--- config.mk ---
export PLATFORM = sky130hd
export DESIGN_NAME = uart_tx_fifo
export DESIGN_NICKNAME = d
export VERILOG_FILES = /design/src/rtl/uart_tx_fifo.sv
export SDC_FILE = /design/constraint.sdc
export NUM_CORES = 1
export LEC_CHECK = 0
export CORE_MARGIN = 4
export CORE_UTILIZATION = 50
export CTS_CLUSTER_SIZE = 28
export DETAILED_ROUTE_END_ITERATION = 7
export HOLD_SLACK_MARGIN = 0.05
export MAX_ROUTING_LAYER = met4
export PLACE_DENSITY_LB_ADDON = 0.25
export SLEW_MARGIN = 20
export SYNTH_ARGS = -nofsm -noshare
export SYNTH_HDL_FRONTEND = slang
export SYNTH_SLANG_ARGS = --single-unit
--- constraint.sdc ---
create_clock -name clk -period 2.04 [get_ports clk]
set_input_delay 0.408 -clock clk [delete_from_list [all_inputs] [get_ports clk]]
set_output_delay 0.408 -clock clk [all_outputs]
set_load 0.005 [all_outputs]
--- src/rtl/uart_tx_fifo.sv ---
// UART transmitter with a small TX FIFO, configurable framing and baud divider.
// Idle line high; frames are start, data LSB first, optional parity, stop bits.
module uart_tx_fifo #(
   parameter int DATA_BITS  = 8,
   parameter int BAUD_DIV   = 16,
   parameter int PARITY_EN  = 0,
   parameter int PARITY_ODD = 0,
   parameter int STOP_BITS  = 1,
   parameter int FIFO_DEPTH = 4
) (
   input  logic                          clk,
   input  logic                          reset,
   input  logic [DATA_BITS-1:0]          TX_DATA,
   input  logic                          TX_EN,
   output logic                          TX_STATUS,
   output logic                          TX_BUSY,
   output logic [$clog2(FIFO_DEPTH):0]   FIFO_COUNT,
   output logic                          UART_TX
);

   localparam int AW = $clog2(FIFO_DEPTH);
   localparam int CW = AW + 1;
   localparam int DW = $clog2(BAUD_DIV);
   localparam int BW = $clog2(DATA_BITS);
   localparam logic ODD = (PARITY_ODD != 0);
   localparam logic PAR = (PARITY_EN != 0);

   typedef enum logic [2:0] {
      IDLE,
      START,
      DATA,
      PARITY,
      STOP
   } state_t;

   logic [DATA_BITS-1:0] mem [FIFO_DEPTH];
   logic [AW-1:0]        wr_ptr;
   logic [AW-1:0]        rd_ptr;
   logic [CW-1:0]        count;
   logic [DATA_BITS-1:0] head;

   state_t               state;
   logic [DW-1:0]        div;
   logic [BW-1:0]        bit_cnt;
   logic [DATA_BITS-1:0] shreg;
   logic                 par;

   logic push;
   logic pop;
   logic div_last;
   logic data_last;
   logic stop_last;
   logic frame_end;

   assign head       = mem[rd_ptr];
   assign TX_STATUS  = (count != CW'(FIFO_DEPTH));
   assign push       = TX_EN & TX_STATUS;
   assign div_last   = (div == DW'(BAUD_DIV - 1));
   assign data_last  = (bit_cnt == BW'(DATA_BITS - 1));
   assign stop_last  = (bit_cnt == BW'(STOP_BITS - 1));
   assign frame_end  = (state == STOP) & div_last & stop_last;
   assign pop        = (count != '0) & ((state == IDLE) | frame_end);
   assign TX_BUSY    = (state != IDLE) | (count != '0);
   assign FIFO_COUNT = count;

   always_ff @(posedge clk) begin
      if (push) begin
         mem[wr_ptr] <= TX_DATA;
      end
   end

   always_ff @(posedge clk or negedge reset) begin
      if (!reset) begin
         wr_ptr <= '0;
         rd_ptr <= '0;
         count  <= '0;
      end else begin
         if (push) begin
            wr_ptr <= wr_ptr + AW'(1);
         end
         if (pop) begin
            rd_ptr <= rd_ptr + AW'(1);
         end
         case ({push, pop})
            2'b10:   count <= count + CW'(1);
            2'b01:   count <= count - CW'(1);
            default: count <= count;
         endcase
      end
   end

   // Every bit period is BAUD_DIV cycles; the line only moves when div wraps.
   always_ff @(posedge clk or negedge reset) begin
      if (!reset) begin
         state   <= IDLE;
         UART_TX <= 1'b1;
         div     <= '0;
         bit_cnt <= '0;
         shreg   <= '0;
         par     <= 1'b0;
      end else begin
         case (state)
            IDLE: begin
               UART_TX <= 1'b1;
               div     <= '0;
               bit_cnt <= '0;
               if (pop) begin
                  shreg   <= head;
                  par     <= (^head) ^ ODD;
                  UART_TX <= 1'b0;
                  state   <= START;
               end
            end
            START: begin
               if (div_last) begin
                  div     <= '0;
                  bit_cnt <= '0;
                  UART_TX <= shreg[0];
                  shreg   <= shreg >> 1;
                  state   <= DATA;
               end else begin
                  div <= div + DW'(1);
               end
            end
            DATA: begin
               if (div_last) begin
                  div <= '0;
                  if (data_last) begin
                     bit_cnt <= '0;
                     if (PAR) begin
                        UART_TX <= par;
                        state   <= PARITY;
                     end else begin
                        UART_TX <= 1'b1;
                        state   <= STOP;
                     end
                  end else begin
                     bit_cnt <= bit_cnt + BW'(1);
                     UART_TX <= shreg[0];
                     shreg   <= shreg >> 1;
                  end
               end else begin
                  div <= div + DW'(1);
               end
            end
            PARITY: begin
               if (div_last) begin
                  div     <= '0;
                  bit_cnt <= '0;
                  UART_TX <= 1'b1;
                  state   <= STOP;
               end else begin
                  div <= div + DW'(1);
               end
            end
            STOP: begin
               if (div_last) begin
                  div <= '0;
                  if (stop_last) begin
                     bit_cnt <= '0;
                     // Queued word starts on the same edge: no idle gap.
                     if (pop) begin
                        shreg   <= head;
                        par     <= (^head) ^ ODD;
                        UART_TX <= 1'b0;
                        state   <= START;
                     end else begin
                        UART_TX <= 1'b1;
                        state   <= IDLE;
                     end
                  end else begin
                     bit_cnt <= bit_cnt + BW'(1);
                  end
               end else begin
                  div <= div + DW'(1);
               end
            end
            default: begin
               state   <= IDLE;
               UART_TX <= 1'b1;
               div     <= '0;
               bit_cnt <= '0;
            end
         endcase
      end
   end

endmodule
==> flow_summary.yaml <==
synthesis:
  synth_fp_nets: 205
  ys_seq_area_frac: 0.609
  ys_types: 44
  syn_area_um2: 2650
  ys_ff_latch: 58
  syn-mean-instance-area_um2: 14.4
  postSynthCellCount: 184
  ys_warn_count: 0
  synthArstFlopShare: 0.448
  ys.flop_type: "edfxtp_1"
  synth_edf_count: 32
  yosys-top-cells-area: "edfxtp_1 (36%), dfrtp_1 (24%), mux4_2 (6.8%), ha_1 (4.3%), a2bb2oi_1 (2.3%)"
  synth_top_area_cell: "edfxtp_1"
  yosysTopAreaCellShare: 0.363
power_and_ir_drop:
  leakagePower_uw: 0.00127
  ir_drop_mv: 0.639
  power_density_nw_per_um2: 908
die:
  io_pins: 17
  start_util: 0.519
  die_h_um: 80.8
  die_area_um2: 6530
  rows: 26
  die_w_um: 80.8
  coreArea_um2: 5110
detailed_routing:
  avgViaCountPerCell: 5.51
  routed_wl_mm: 5.01
  route.detailed.drc: 0
  routedWlPerCell_um: 16.8
  drt-pass1-iter-count: 5
  drtIter0Drc: 69
  antenna_left: 0
  num_vias: 1642
sta:
  setup_viol: 0
  maxSlewViolCount: 0
  layout_min_cycle_time_ps: 2030
  worstMarginPinSlew_ps: 480
  hold_violations: 0
  period_share: 0.994
  rsz0062_at_grt: "true"
  fmax_ghz: 0.493
  whs_ps: 447
  clock_skew_ps: 4.85
  slew_headroom: 0.680
finish:
  fin_util: 0.637
  fillCellCount: 401
  antennaDiodeCount: 0
  final_cells: 298
  drive_above_1_share: 0.263
  nets: 244
  area.growth.synth_to_final_pct: 22.8
grt:
  overflow: 0
  grtUsageMet1: 0.199
  antenna_found_initial: 0
  first_global_vias: 1790
  grt_max_degree: 27
  grtUsageTotal: 0.181
  grt.met2_usage: 0.302
  grt_pass1_wl_mm: 8.38
  grt_use_met3: 0.0466
  grt-busiest-layer: "met2"
setup_path:
  rrSetupSlack_ps: 10
  reg2reg_depth: 11
  cp_max_fo: 3
  required_ps: 2290
  end_kind: "register"
  crit_path_start: "bit_cnt[0]"
  crit-reg2reg-capture: "FIFO_COUNT[2]"
  worstSetupPathType: "reg2reg"
  start_kind: "register"
  r2r_start: "bit_cnt[0]"
  critPathArrivalTime_ps: 2280
  endpoint: "FIFO_COUNT[2]"
cts:
  clk_path_buf_depth: 2
  cts_buffers: 9
  tritoncts: "done"
  numClockSinks: 58
  clkTransAtPathRegs_ps: 60
  h-tree-depth: 3
  cts_root_buffer: "clkbuf_8"
  insertion_delay_ps: 320
placed_design:
  dp_hpwl_mm: 3.52
  place.gp.congestion: 0.821
  dp_cells: 281
  port_buffers: 16
run_status:
  status: "finished, final reports clean"
min_path:
  min_path_type: "in2async"
job:
  maxCapViolCount: 0
## critical path: stages (launching register included)
cell	delay (ps)
dfrtp_1	390
inv_2	90
ha_4	150
nand2b_4	60
o21a_4	230
nor2_4	110
ha_4	140
inv_2	30
fa_2	330
xor2_1	150
nor2_1	120
xor2_1	150
## flip-flops by register name (all words and copies together) (netlist names)
| register | flops |
|---|---|
| mem | 32 |
| shreg | 8 |
| div | 4 |
| FIFO_COUNT | 3 |
| bit_cnt | 3 |
| state | 3 |
| rd_ptr | 2 |
| wr_ptr | 2 |
| UART_TX | 1 |
## cell usage after synthesis (2+ instances only)
master and number:
a21oi_1 4, a2bb2oi_1 7, a32o_1 2, and2_1 2, and3_1 5, buf_2 2, buf_6 2, clkbuf_1 2
dfrtp_1 25, edfxtp_1 32, ha_1 9, inv_1 10, mux2i_1 2, mux4_2 8, nand2_1 8, nand2b_1 3
nand3_1 3, nor2_1 10, nor3_1 3, nor3b_1 2, o21ai_0 5, o32ai_1 7, xnor2_1 4, xor2_1 7
## power by group
group / internal [uW] / total (uW) / switching [uW]
combinational: 258 / 527 / 269
clock: 467 / 910 / 443
sequential: 1440 / 1520 / 80.9
total: 2160 / 2950 / 793
## final cells by class
cell class / instances / area (um^2) / share of cell area
inverter: 10 / 37.5 / 0.0115
sequential: 58 / 1620 / 0.497
clock buffer: 11 / 141 / 0.0435
tap: 70 / 87.6 / 0.0269
clock inverter: 5 / 31.3 / 0.00962
multi-input combinational: 109 / 1040 / 0.319
timing repair buffer: 35 / 303 / 0.0931
## cell families (layout without fill, tap and decap cells)
group,after synthesis,count (layout),share of synthesized area
flip-flops,58,58,0.609
AND/OR/NAND/NOR,44,44,0.0902
AO/OA/AOI/OAI,33,33,0.103
buffers and inverters,17,61,0.0321
XOR/XNOR,11,11,0.0364
multiplexers,11,11,0.0798
adder cells (fa/ha/maj),10,10,0.0501
## through the flow
stage                     worst slack (ps)  TNS [ps]  total power, uW  cell area (um^2)
final                                 11.3         0             2950              3250
after global routing                  -148      -225             3110              3250
after CTS                            -36.6     -36.6             2980              3220
after detailed placement             -70.9     -70.9             2070              3020
after global placement                8.06         0             2020              3020
after floorplan                       21.4         0             1810              2690
## cell usage in the layout (no fill, tap or decap), types with 2 or more instances in the layout
cell type / instances
a21oi_1: 4
nor3_1: 2
o21ai_0: 5
inv_1: 8
clkbuf_8: 10
a32o_1: 2
ha_4: 3
clkdlybuf4s50_1: 16
nor3b_1: 2
nor2_4: 2
dfrtp_1: 23
xnor2_1: 4
nand2_1: 8
and2_1: 2
inv_2: 2
ha_1: 6
o32ai_1: 7
dfrtp_2: 2
xor2_1: 7
buf_4: 19
mux4_2: 8
and3_1: 5
edfxtp_1: 32
nand3_1: 3
nand2b_1: 2
a2bb2oi_1: 7
clkinvlp_4: 3
mux2i_1: 2
nor2_1: 9
## metal layers
metal | share of wire | vias to the layer above
li1 | - | 775
met1 | 0.42 | 815
met2 | 0.52 | 40
met3 | 0.041 | 12
met4 | 0.023 | 0
met5 | 0 | -
## worst min-delay path by stage
stage,startpoint,to,cells after the start
5_1_grt,reset,bit_cnt[2],2
4_1_cts,reset,bit_cnt[2],2
6_report,reset,bit_cnt[2],2
2_1_floorplan,reset,FIFO_COUNT[0],0
3_5_place_dp,div[0],div[0],1
3_3_place_gp,div[0],div[0],1
## timing repair
action | in CTS | in global routing
hold endpoints to repair | 0 | 0
hold buffers | 0 | 0
setup endpoints to repair | 2 | 4
pin swaps | 2 | 2
setup buffers | 0 | 1
resized for setup | 5 | 6
Power figures use the tool's default switching activity.
